==> src/rtl/axi_reg_slice_if.sv <==
// AXI4 bundle (AW/W/B/AR/R) shared by both sides of axi_reg_slice.
// master drives requests and takes responses; slave is the mirror.
interface axi_reg_slice_if #(
  parameter int ADDR_W = 64,
  parameter int DATA_W = 64,
  parameter int ID_W   = 8
);
  logic [ADDR_W-1:0]   awaddr;
  logic [ID_W-1:0]     awid;
  logic [7:0]          awlen;
  logic [2:0]          awsize;
  logic [1:0]          awburst;
  logic                awlock;
  logic [3:0]          awcache;
  logic [2:0]          awprot;
  logic [3:0]          awqos;
  logic                awvalid;
  logic                awready;

  logic [DATA_W-1:0]   wdata;
  logic [DATA_W/8-1:0] wstrb;
  logic                wlast;
  logic                wvalid;
  logic                wready;

  logic [ID_W-1:0]     bid;
  logic [1:0]          bresp;
  logic                bvalid;
  logic                bready;

  logic [ADDR_W-1:0]   araddr;
  logic [ID_W-1:0]     arid;
  logic [7:0]          arlen;
  logic [2:0]          arsize;
  logic [1:0]          arburst;
  logic                arlock;
  logic [3:0]          arcache;
  logic [2:0]          arprot;
  logic [3:0]          arqos;
  logic                arvalid;
  logic                arready;

  logic [DATA_W-1:0]   rdata;
  logic [ID_W-1:0]     rid;
  logic [1:0]          rresp;
  logic                rlast;
  logic                rvalid;
  logic                rready;

  modport master (
    output awaddr, awid, awlen, awsize, awburst, awlock, awcache, awprot, awqos, awvalid,
    input  awready,
    output wdata, wstrb, wlast, wvalid,
    input  wready,
    input  bid, bresp, bvalid,
    output bready,
    output araddr, arid, arlen, arsize, arburst, arlock, arcache, arprot, arqos, arvalid,
    input  arready,
    input  rdata, rid, rresp, rlast, rvalid,
    output rready
  );

  modport slave (
    input  awaddr, awid, awlen, awsize, awburst, awlock, awcache, awprot, awqos, awvalid,
    output awready,
    input  wdata, wstrb, wlast, wvalid,
    output wready,
    output bid, bresp, bvalid,
    input  bready,
    input  araddr, arid, arlen, arsize, arburst, arlock, arcache, arprot, arqos, arvalid,
    output arready,
    output rdata, rid, rresp, rlast, rvalid,
    input  rready
  );
endinterface

==> src/rtl/axi_reg_slice.sv <==
// Full AXI4 register slice: AW/W/AR always pass through a 2-entry skid buffer.
// Define AXI_REG_SLICE_RESP_EN to also register B and R; otherwise they are wires.
module axi_reg_slice_skid #(
  parameter int W = 8
) (
  input  logic         clk,
  input  logic         rst,
  input  logic [W-1:0] up_data,
  input  logic         up_vld,
  output logic         up_rdy,
  output logic [W-1:0] dn_data,
  output logic         dn_vld,
  input  logic         dn_rdy
);
  typedef enum logic [1:0] {EMPTY, ONE, FULL} state_t;

  state_t       state, state_nxt;
  logic         push, pop;
  logic         load_main, load_skid, skid_to_main;
  logic         rdy_q;
  logic         vld_p0;
  logic [W-1:0] main_p0;
  logic [W-1:0] skid_p1;

  assign push    = up_vld & rdy_q;
  assign pop     = vld_p0 & dn_rdy;
  assign up_rdy  = rdy_q;
  assign dn_vld  = vld_p0;
  assign dn_data = main_p0;

  always_comb begin
    state_nxt    = state;
    load_main    = 1'b0;
    load_skid    = 1'b0;
    skid_to_main = 1'b0;
    case (state)
      EMPTY: begin
        if (push) begin
          state_nxt = ONE;
          load_main = 1'b1;
        end
      end
      ONE: begin
        case ({push, pop})
          2'b10: begin
            state_nxt = FULL;
            load_skid = 1'b1;
          end
          2'b01: state_nxt = EMPTY;
          2'b11: load_main = 1'b1;
          default: state_nxt = ONE;
        endcase
      end
      FULL: begin
        // ready is low here, so a pop is the only possible event
        if (pop) begin
          state_nxt    = ONE;
          skid_to_main = 1'b1;
        end
      end
      default: state_nxt = EMPTY;
    endcase
  end

  // handshake flops are decoded from the next state so both outputs come straight off a register
  always_ff @(posedge clk or posedge rst) begin
    if (rst) begin
      state  <= EMPTY;
      rdy_q  <= 1'b0;
      vld_p0 <= 1'b0;
    end else begin
      state  <= state_nxt;
      rdy_q  <= (state_nxt != FULL);
      vld_p0 <= (state_nxt != EMPTY);
    end
  end

  // p0 = main (drives downstream), p1 = skid (holds the beat caught during a stall)
  always_ff @(posedge clk or posedge rst) begin
    if (rst) begin
      main_p0 <= '0;
      skid_p1 <= '0;
    end else begin
      if (load_main)         main_p0 <= up_data;
      else if (skid_to_main) main_p0 <= skid_p1;
      if (load_skid)         skid_p1 <= up_data;
    end
  end
endmodule

module axi_reg_slice #(
  parameter int ADDR_W = 64,
  parameter int DATA_W = 64,
  parameter int ID_W   = 8
) (
  input  logic                   clk,
  input  logic                   rst,
  axi_reg_slice_if.slave         s_axi,
  axi_reg_slice_if.master        m_axi
);
  localparam int AX_PW = ADDR_W + ID_W + 25;
  localparam int W_PW  = DATA_W + DATA_W/8 + 1;

  logic [AX_PW-1:0] aw_up, aw_dn, ar_up, ar_dn;
  logic [W_PW-1:0]  w_up, w_dn;

  assign aw_up = {s_axi.awaddr, s_axi.awid, s_axi.awlen, s_axi.awsize, s_axi.awburst,
                  s_axi.awlock, s_axi.awcache, s_axi.awprot, s_axi.awqos};
  assign {m_axi.awaddr, m_axi.awid, m_axi.awlen, m_axi.awsize, m_axi.awburst,
          m_axi.awlock, m_axi.awcache, m_axi.awprot, m_axi.awqos} = aw_dn;

  axi_reg_slice_skid #(.W(AX_PW)) u_aw (
    .clk(clk), .rst(rst),
    .up_data(aw_up), .up_vld(s_axi.awvalid), .up_rdy(s_axi.awready),
    .dn_data(aw_dn), .dn_vld(m_axi.awvalid), .dn_rdy(m_axi.awready)
  );

  assign w_up = {s_axi.wdata, s_axi.wstrb, s_axi.wlast};
  assign {m_axi.wdata, m_axi.wstrb, m_axi.wlast} = w_dn;

  axi_reg_slice_skid #(.W(W_PW)) u_w (
    .clk(clk), .rst(rst),
    .up_data(w_up), .up_vld(s_axi.wvalid), .up_rdy(s_axi.wready),
    .dn_data(w_dn), .dn_vld(m_axi.wvalid), .dn_rdy(m_axi.wready)
  );

  assign ar_up = {s_axi.araddr, s_axi.arid, s_axi.arlen, s_axi.arsize, s_axi.arburst,
                  s_axi.arlock, s_axi.arcache, s_axi.arprot, s_axi.arqos};
  assign {m_axi.araddr, m_axi.arid, m_axi.arlen, m_axi.arsize, m_axi.arburst,
          m_axi.arlock, m_axi.arcache, m_axi.arprot, m_axi.arqos} = ar_dn;

  axi_reg_slice_skid #(.W(AX_PW)) u_ar (
    .clk(clk), .rst(rst),
    .up_data(ar_up), .up_vld(s_axi.arvalid), .up_rdy(s_axi.arready),
    .dn_data(ar_dn), .dn_vld(m_axi.arvalid), .dn_rdy(m_axi.arready)
  );

`ifdef AXI_REG_SLICE_RESP_EN
  localparam int B_PW = ID_W + 2;
  localparam int R_PW = DATA_W + ID_W + 3;

  logic [B_PW-1:0] b_up, b_dn;
  logic [R_PW-1:0] r_up, r_dn;

  // response channels flow m_axi -> s_axi, so the m side is upstream here
  assign b_up = {m_axi.bid, m_axi.bresp};
  assign {s_axi.bid, s_axi.bresp} = b_dn;

  axi_reg_slice_skid #(.W(B_PW)) u_b (
    .clk(clk), .rst(rst),
    .up_data(b_up), .up_vld(m_axi.bvalid), .up_rdy(m_axi.bready),
    .dn_data(b_dn), .dn_vld(s_axi.bvalid), .dn_rdy(s_axi.bready)
  );

  assign r_up = {m_axi.rdata, m_axi.rid, m_axi.rresp, m_axi.rlast};
  assign {s_axi.rdata, s_axi.rid, s_axi.rresp, s_axi.rlast} = r_dn;

  axi_reg_slice_skid #(.W(R_PW)) u_r (
    .clk(clk), .rst(rst),
    .up_data(r_up), .up_vld(m_axi.rvalid), .up_rdy(m_axi.rready),
    .dn_data(r_dn), .dn_vld(s_axi.rvalid), .dn_rdy(s_axi.rready)
  );
`else
  assign s_axi.bid    = m_axi.bid;
  assign s_axi.bresp  = m_axi.bresp;
  assign s_axi.bvalid = m_axi.bvalid;
  assign m_axi.bready = s_axi.bready;

  assign s_axi.rdata  = m_axi.rdata;
  assign s_axi.rid    = m_axi.rid;
  assign s_axi.rresp  = m_axi.rresp;
  assign s_axi.rlast  = m_axi.rlast;
  assign s_axi.rvalid = m_axi.rvalid;
  assign m_axi.rready = s_axi.rready;
`endif
endmodule

==> src/flat_wrapper.sv <==
// flat-port wrapper written by rule: the top's interface ports become plain ports
module axi_reg_slice_flat 
#(
  parameter int ADDR_W = 64,
  parameter int DATA_W = 64,
  parameter int ID_W   = 8
)
  (clk, rst, s_axi_awaddr, s_axi_awid, s_axi_awlen, s_axi_awsize, s_axi_awburst, s_axi_awlock, s_axi_awcache, s_axi_awprot, s_axi_awqos, s_axi_awvalid, s_axi_awready, s_axi_wdata, s_axi_wstrb, s_axi_wlast, s_axi_wvalid, s_axi_wready, s_axi_bid, s_axi_bresp, s_axi_bvalid, s_axi_bready, s_axi_araddr, s_axi_arid, s_axi_arlen, s_axi_arsize, s_axi_arburst, s_axi_arlock, s_axi_arcache, s_axi_arprot, s_axi_arqos, s_axi_arvalid, s_axi_arready, s_axi_rdata, s_axi_rid, s_axi_rresp, s_axi_rlast, s_axi_rvalid, s_axi_rready, m_axi_awaddr, m_axi_awid, m_axi_awlen, m_axi_awsize, m_axi_awburst, m_axi_awlock, m_axi_awcache, m_axi_awprot, m_axi_awqos, m_axi_awvalid, m_axi_awready, m_axi_wdata, m_axi_wstrb, m_axi_wlast, m_axi_wvalid, m_axi_wready, m_axi_bid, m_axi_bresp, m_axi_bvalid, m_axi_bready, m_axi_araddr, m_axi_arid, m_axi_arlen, m_axi_arsize, m_axi_arburst, m_axi_arlock, m_axi_arcache, m_axi_arprot, m_axi_arqos, m_axi_arvalid, m_axi_arready, m_axi_rdata, m_axi_rid, m_axi_rresp, m_axi_rlast, m_axi_rvalid, m_axi_rready);
  axi_reg_slice_if #(.ADDR_W(ADDR_W), .DATA_W(DATA_W), .ID_W(ID_W)) s_axi_i ();
  axi_reg_slice_if #(.ADDR_W(ADDR_W), .DATA_W(DATA_W), .ID_W(ID_W)) m_axi_i ();
  input  logic clk;
  input  logic rst;
  input wire logic [$bits(s_axi_i.awaddr)-1:0] s_axi_awaddr;
  input wire logic [$bits(s_axi_i.awid)-1:0] s_axi_awid;
  input wire logic [$bits(s_axi_i.awlen)-1:0] s_axi_awlen;
  input wire logic [$bits(s_axi_i.awsize)-1:0] s_axi_awsize;
  input wire logic [$bits(s_axi_i.awburst)-1:0] s_axi_awburst;
  input wire logic [$bits(s_axi_i.awlock)-1:0] s_axi_awlock;
  input wire logic [$bits(s_axi_i.awcache)-1:0] s_axi_awcache;
  input wire logic [$bits(s_axi_i.awprot)-1:0] s_axi_awprot;
  input wire logic [$bits(s_axi_i.awqos)-1:0] s_axi_awqos;
  input wire logic [$bits(s_axi_i.awvalid)-1:0] s_axi_awvalid;
  output wire logic [$bits(s_axi_i.awready)-1:0] s_axi_awready;
  input wire logic [$bits(s_axi_i.wdata)-1:0] s_axi_wdata;
  input wire logic [$bits(s_axi_i.wstrb)-1:0] s_axi_wstrb;
  input wire logic [$bits(s_axi_i.wlast)-1:0] s_axi_wlast;
  input wire logic [$bits(s_axi_i.wvalid)-1:0] s_axi_wvalid;
  output wire logic [$bits(s_axi_i.wready)-1:0] s_axi_wready;
  output wire logic [$bits(s_axi_i.bid)-1:0] s_axi_bid;
  output wire logic [$bits(s_axi_i.bresp)-1:0] s_axi_bresp;
  output wire logic [$bits(s_axi_i.bvalid)-1:0] s_axi_bvalid;
  input wire logic [$bits(s_axi_i.bready)-1:0] s_axi_bready;
  input wire logic [$bits(s_axi_i.araddr)-1:0] s_axi_araddr;
  input wire logic [$bits(s_axi_i.arid)-1:0] s_axi_arid;
  input wire logic [$bits(s_axi_i.arlen)-1:0] s_axi_arlen;
  input wire logic [$bits(s_axi_i.arsize)-1:0] s_axi_arsize;
  input wire logic [$bits(s_axi_i.arburst)-1:0] s_axi_arburst;
  input wire logic [$bits(s_axi_i.arlock)-1:0] s_axi_arlock;
  input wire logic [$bits(s_axi_i.arcache)-1:0] s_axi_arcache;
  input wire logic [$bits(s_axi_i.arprot)-1:0] s_axi_arprot;
  input wire logic [$bits(s_axi_i.arqos)-1:0] s_axi_arqos;
  input wire logic [$bits(s_axi_i.arvalid)-1:0] s_axi_arvalid;
  output wire logic [$bits(s_axi_i.arready)-1:0] s_axi_arready;
  output wire logic [$bits(s_axi_i.rdata)-1:0] s_axi_rdata;
  output wire logic [$bits(s_axi_i.rid)-1:0] s_axi_rid;
  output wire logic [$bits(s_axi_i.rresp)-1:0] s_axi_rresp;
  output wire logic [$bits(s_axi_i.rlast)-1:0] s_axi_rlast;
  output wire logic [$bits(s_axi_i.rvalid)-1:0] s_axi_rvalid;
  input wire logic [$bits(s_axi_i.rready)-1:0] s_axi_rready;
  output wire logic [$bits(m_axi_i.awaddr)-1:0] m_axi_awaddr;
  output wire logic [$bits(m_axi_i.awid)-1:0] m_axi_awid;
  output wire logic [$bits(m_axi_i.awlen)-1:0] m_axi_awlen;
  output wire logic [$bits(m_axi_i.awsize)-1:0] m_axi_awsize;
  output wire logic [$bits(m_axi_i.awburst)-1:0] m_axi_awburst;
  output wire logic [$bits(m_axi_i.awlock)-1:0] m_axi_awlock;
  output wire logic [$bits(m_axi_i.awcache)-1:0] m_axi_awcache;
  output wire logic [$bits(m_axi_i.awprot)-1:0] m_axi_awprot;
  output wire logic [$bits(m_axi_i.awqos)-1:0] m_axi_awqos;
  output wire logic [$bits(m_axi_i.awvalid)-1:0] m_axi_awvalid;
  input wire logic [$bits(m_axi_i.awready)-1:0] m_axi_awready;
  output wire logic [$bits(m_axi_i.wdata)-1:0] m_axi_wdata;
  output wire logic [$bits(m_axi_i.wstrb)-1:0] m_axi_wstrb;
  output wire logic [$bits(m_axi_i.wlast)-1:0] m_axi_wlast;
  output wire logic [$bits(m_axi_i.wvalid)-1:0] m_axi_wvalid;
  input wire logic [$bits(m_axi_i.wready)-1:0] m_axi_wready;
  input wire logic [$bits(m_axi_i.bid)-1:0] m_axi_bid;
  input wire logic [$bits(m_axi_i.bresp)-1:0] m_axi_bresp;
  input wire logic [$bits(m_axi_i.bvalid)-1:0] m_axi_bvalid;
  output wire logic [$bits(m_axi_i.bready)-1:0] m_axi_bready;
  output wire logic [$bits(m_axi_i.araddr)-1:0] m_axi_araddr;
  output wire logic [$bits(m_axi_i.arid)-1:0] m_axi_arid;
  output wire logic [$bits(m_axi_i.arlen)-1:0] m_axi_arlen;
  output wire logic [$bits(m_axi_i.arsize)-1:0] m_axi_arsize;
  output wire logic [$bits(m_axi_i.arburst)-1:0] m_axi_arburst;
  output wire logic [$bits(m_axi_i.arlock)-1:0] m_axi_arlock;
  output wire logic [$bits(m_axi_i.arcache)-1:0] m_axi_arcache;
  output wire logic [$bits(m_axi_i.arprot)-1:0] m_axi_arprot;
  output wire logic [$bits(m_axi_i.arqos)-1:0] m_axi_arqos;
  output wire logic [$bits(m_axi_i.arvalid)-1:0] m_axi_arvalid;
  input wire logic [$bits(m_axi_i.arready)-1:0] m_axi_arready;
  input wire logic [$bits(m_axi_i.rdata)-1:0] m_axi_rdata;
  input wire logic [$bits(m_axi_i.rid)-1:0] m_axi_rid;
  input wire logic [$bits(m_axi_i.rresp)-1:0] m_axi_rresp;
  input wire logic [$bits(m_axi_i.rlast)-1:0] m_axi_rlast;
  input wire logic [$bits(m_axi_i.rvalid)-1:0] m_axi_rvalid;
  output wire logic [$bits(m_axi_i.rready)-1:0] m_axi_rready;
  assign s_axi_i.awaddr = s_axi_awaddr;
  assign s_axi_i.awid = s_axi_awid;
  assign s_axi_i.awlen = s_axi_awlen;
  assign s_axi_i.awsize = s_axi_awsize;
  assign s_axi_i.awburst = s_axi_awburst;
  assign s_axi_i.awlock = s_axi_awlock;
  assign s_axi_i.awcache = s_axi_awcache;
  assign s_axi_i.awprot = s_axi_awprot;
  assign s_axi_i.awqos = s_axi_awqos;
  assign s_axi_i.awvalid = s_axi_awvalid;
  assign s_axi_awready = s_axi_i.awready;
  assign s_axi_i.wdata = s_axi_wdata;
  assign s_axi_i.wstrb = s_axi_wstrb;
  assign s_axi_i.wlast = s_axi_wlast;
  assign s_axi_i.wvalid = s_axi_wvalid;
  assign s_axi_wready = s_axi_i.wready;
  assign s_axi_bid = s_axi_i.bid;
  assign s_axi_bresp = s_axi_i.bresp;
  assign s_axi_bvalid = s_axi_i.bvalid;
  assign s_axi_i.bready = s_axi_bready;
  assign s_axi_i.araddr = s_axi_araddr;
  assign s_axi_i.arid = s_axi_arid;
  assign s_axi_i.arlen = s_axi_arlen;
  assign s_axi_i.arsize = s_axi_arsize;
  assign s_axi_i.arburst = s_axi_arburst;
  assign s_axi_i.arlock = s_axi_arlock;
  assign s_axi_i.arcache = s_axi_arcache;
  assign s_axi_i.arprot = s_axi_arprot;
  assign s_axi_i.arqos = s_axi_arqos;
  assign s_axi_i.arvalid = s_axi_arvalid;
  assign s_axi_arready = s_axi_i.arready;
  assign s_axi_rdata = s_axi_i.rdata;
  assign s_axi_rid = s_axi_i.rid;
  assign s_axi_rresp = s_axi_i.rresp;
  assign s_axi_rlast = s_axi_i.rlast;
  assign s_axi_rvalid = s_axi_i.rvalid;
  assign s_axi_i.rready = s_axi_rready;
  assign m_axi_awaddr = m_axi_i.awaddr;
  assign m_axi_awid = m_axi_i.awid;
  assign m_axi_awlen = m_axi_i.awlen;
  assign m_axi_awsize = m_axi_i.awsize;
  assign m_axi_awburst = m_axi_i.awburst;
  assign m_axi_awlock = m_axi_i.awlock;
  assign m_axi_awcache = m_axi_i.awcache;
  assign m_axi_awprot = m_axi_i.awprot;
  assign m_axi_awqos = m_axi_i.awqos;
  assign m_axi_awvalid = m_axi_i.awvalid;
  assign m_axi_i.awready = m_axi_awready;
  assign m_axi_wdata = m_axi_i.wdata;
  assign m_axi_wstrb = m_axi_i.wstrb;
  assign m_axi_wlast = m_axi_i.wlast;
  assign m_axi_wvalid = m_axi_i.wvalid;
  assign m_axi_i.wready = m_axi_wready;
  assign m_axi_i.bid = m_axi_bid;
  assign m_axi_i.bresp = m_axi_bresp;
  assign m_axi_i.bvalid = m_axi_bvalid;
  assign m_axi_bready = m_axi_i.bready;
  assign m_axi_araddr = m_axi_i.araddr;
  assign m_axi_arid = m_axi_i.arid;
  assign m_axi_arlen = m_axi_i.arlen;
  assign m_axi_arsize = m_axi_i.arsize;
  assign m_axi_arburst = m_axi_i.arburst;
  assign m_axi_arlock = m_axi_i.arlock;
  assign m_axi_arcache = m_axi_i.arcache;
  assign m_axi_arprot = m_axi_i.arprot;
  assign m_axi_arqos = m_axi_i.arqos;
  assign m_axi_arvalid = m_axi_i.arvalid;
  assign m_axi_i.arready = m_axi_arready;
  assign m_axi_i.rdata = m_axi_rdata;
  assign m_axi_i.rid = m_axi_rid;
  assign m_axi_i.rresp = m_axi_rresp;
  assign m_axi_i.rlast = m_axi_rlast;
  assign m_axi_i.rvalid = m_axi_rvalid;
  assign m_axi_rready = m_axi_i.rready;
  axi_reg_slice #(.ADDR_W(ADDR_W), .DATA_W(DATA_W), .ID_W(ID_W)) u_core (.clk(clk), .rst(rst), .s_axi(s_axi_i), .m_axi(m_axi_i));
endmodule
==> config.mk <==
export PLATFORM = sky130hd
export DESIGN_NAME = axi_reg_slice_flat
export DESIGN_NICKNAME = d
export VERILOG_FILES = /design/src/rtl/axi_reg_slice_if.sv /design/src/rtl/axi_reg_slice.sv /design/src/flat_wrapper.sv
export SDC_FILE = /design/constraint.sdc
export NUM_CORES = 1
export LEC_CHECK = 0
export CORE_AREA = 2 2 284 286
export CTS_CLUSTER_DIAMETER = 120
export DETAILED_ROUTE_END_ITERATION = 16
export DIE_AREA = 0 0 286 288
export SETUP_SLACK_MARGIN = 0.15
export SLEW_MARGIN = 10
export SYNTH_ARGS = -nofsm -noshare
export SYNTH_HDL_FRONTEND = slang
export SYNTH_HIERARCHICAL = 1
export SYNTH_SLANG_ARGS = --single-unit
==> constraint.sdc <==
create_clock -name clk -period 21.8 [get_ports clk]
set_input_delay 5.45 -clock clk [delete_from_list [all_inputs] [get_ports clk]]
set_output_delay 5.45 -clock clk [all_outputs]
set_load 0.02 [all_outputs]
==> results.py <==
metrics = {
    "synth": {
        "avgSynthCellArea_sq_um": 15.8,
        "ys_seq_area_frac": 0.551,
        "syn-cell-area_sq_um": 24800,
        "ys_warn_count": 6,
        "ys_seq_elements": 546,
        "synth_top_area_share": 0.551,
        "synth_fp_nets": 1934,
        "ys_types": 22,
        "synth_area_leaders": "dfrtp_1, mux2_2, mux2_4",
        "synthCells": 1570,
        "synth_top_area_cell": "dfrtp_1",
    },
    "clocking": {
        "cts_sinks": 546,
        "postCtsSetupBuffers": 0,
        "insertion_delay_ns": 0.60,
        "holdBufCountCts": 0,
        "clockBufferDepth": 3,
        "htreeDepth": 3,
        "cts_tree": "built",
        "cts.clk_slew.worst_paths_ns": 0.06,
        "cts_resized": 0,
        "numCtsBuffers": 66,
        "root_buffer": "clkbuf_16",
    },
    "worst_setup_path": {
        "r2r_end": "u_core/u_ar/dn_data[7]",
        "criticalPathCategory": "input port to primary output",
        "critPathCaptureType": "primary output",
        "reg2reg_slack_ns": 18.99,
        "path_max_fanout": 1,
        "crit_arrival_ns": 5.45,
        "cp.required_ns": 16.35,
        "r2r_cells": 4,
        "startpoint_type": "input port",
        "reg2reg_from": "u_core/u_ar/state[0]",
    },
    "placement": {
        "dpl_cell_area_sq_um": 30500,
        "port_buffers": 547,
        "dp_cells": 3018,
        "dp_hpwl_um": 42500,
        "post-place-ws_ns": 10.90,
        "gp_congestion": 0.760,
    },
    "cells_and_area": {
        "postLayoutCoreUtil": 0.411,
        "area_delta_synth_final_pct": 31.8,
        "final-seq-area_sq_um": 13700,
        "multi_input_area_sq_um": 9920,
        "drive_above_1_share": 0.421,
        "final_area_sq_um": 32700,
        "fill_cells": 7333,
        "stdcell_count": 3136,
        "nNetsFinal": 2390,
        "layout_commonest_cell": "mux2_2",
        "final_cell_mix": "mux2_2, clkdlybuf4s50_1, dfrtp_1",
    },
    "routing": {
        "first_pass_iters": 4,
        "wl_per_cell_um": 19.9,
        "via_per_inst": 4.57,
        "routed_wl_um": 62300,
        "drtAntennaViolNets": 0,
        "first_iter_violations": 414,
        "drc": 0,
        "dr_total_vias": 14300,
    },
    "sta": {
        "setup_tns_ns": 0,
        "period_share": 0.500,
        "fin_skew_ns": 0.0179,
        "worst_slack_ns": 10.90,
        "finalHoldWorstSlack_ns": 0.496,
        "fmax_mhz": 91.7,
        "slew_viol_final": 0,
        "rsz0062_at_grt": "no",
        "slew_headroom": 0.254,
        "period_needed_ns": 10.90,
        "finalHoldViolCount": 0,
        "worst_pin_slew_ns": 1.12,
        "final-setup-viol-count": 0,
    },
    "floorplanning": {
        "core_sq_um": 79600,
        "initial_utilization": 0.312,
        "rows": 104,
        "fp.dieW_um": 286,
        "pin_count": 726,
        "die_h_um": 288,
        "die_area_sq_um": 82400,
    },
    "grt": {
        "antenna_found_initial": 9,
        "grt_use_total": 0.147,
        "grt-ovfl-total": 0,
        "grt_pass1_wl_um": 94400,
        "grt_max_degree": 140,
        "grt_pass1_vias": 16000,
    },
    "worst_hold_path": {
        "hold_class": "flip-flop to flip-flop",
        "hold_depth": 1,
        "min_to": "u_core/u_aw/skid_p1[8]",
        "hp-start": "u_core/u_aw/skid_p1[8]",
    },
    "pwr": {
        "powerDensity_nw_per_um2": 159,
        "leakagePower_nw": 14.0,
        "p_total_mw": 5.21,
        "ir_worst_vdd_mv": 0.0756,
    },
    "run": {
        "maxCapViolations": 0,
    },
    "run_status": {
        "status": "completed",
    },
}
==> flip-flops by register name (all words and copies together), names as in the netlist <==
name / count
u_core/u_aw/skid_p1: 97
u_core/u_ar/state: 2
u_core/u_ar/up_rdy: 1
u_core/u_aw/state: 2
u_core/u_ar/dn_data: 97
u_core/u_aw/dn_vld: 1
u_core/u_w/dn_data: 73
u_core/u_aw/dn_data: 97
u_core/u_ar/skid_p1: 97
u_core/u_w/up_rdy: 1
u_core/u_w/skid_p1: 73
u_core/u_w/state: 2
u_core/u_w/dn_vld: 1
u_core/u_aw/up_rdy: 1
u_core/u_ar/dn_vld: 1
==> where the power goes <==
group          total, mW  internal (mW)  switching, mW
logic               2.31           1.35          0.960
registers           1.81           1.54          0.264
clock network       1.09          0.662          0.432
==> cells in the mapped netlist (all sizes together) <==
library cell,count
or2,3
buf,172
a21oi,3
inv,3
and3b,3
dfrtp,546
nand2,15
nor2,3
mux2,804
nand3,3
nand4b,3
and2,3
a21bo,3
nor2b,3
o22ai,3
==> worst max-delay path by stage <==
stage                         start               to  cells past startpoint
floorplan              s_axi_bready     m_axi_bready                      1
global route        m_axi_rdata[59]  s_axi_rdata[59]                      0
detailed placement  m_axi_rdata[34]  s_axi_rdata[34]                      0
finish              m_axi_rdata[59]  s_axi_rdata[59]                      0
global placement    m_axi_rdata[34]  s_axi_rdata[34]                      0
CTS                 m_axi_rdata[34]  s_axi_rdata[34]                      0
==> cells by family (layout without fill, tap and decap cells) <==
kind of cell | count (synthesis) | in the layout | share of synthesized area
buffers and inverters | 175 | 677 | 0.0513
multiplexers | 804 | 804 | 0.386
flip-flops | 546 | 546 | 0.551
AND/OR/NAND/NOR | 36 | 36 | 0.00963
other | 0 | 4 | 0
AO/OA/AOI/OAI | 9 | 9 | 0.00257
==> layer usage <==
| layer | GRT usage | vias to the layer above | wire length, um |
|---|---|---|---|
| met2 | 0.251 | 467 | 31300 |
| met5 | 0.00523 | - | 120 |
| met3 | 0.0594 | 133 | 5550 |
| li1 | - | 6433 | - |
| met1 | 0.160 | 7295 | 23200 |
| met4 | 0.0645 | 12 | 2180 |
==> layout make-up <==
| type | instances | share of cell area |
|---|---|---|
| Antenna cell | 4 | 0.000306 |
| Clock buffer | 97 | 0.0600 |
| Timing Repair Buffer | 560 | 0.170 |
| Sequential cell | 546 | 0.418 |
| Inverter | 3 | 0.000956 |
| Tap cell | 1060 | 0.0405 |
| Multi-Input combinational cell | 849 | 0.303 |
| Clock inverter | 17 | 0.00669 |
Note: power is estimated with default switching activity, not from simulation.
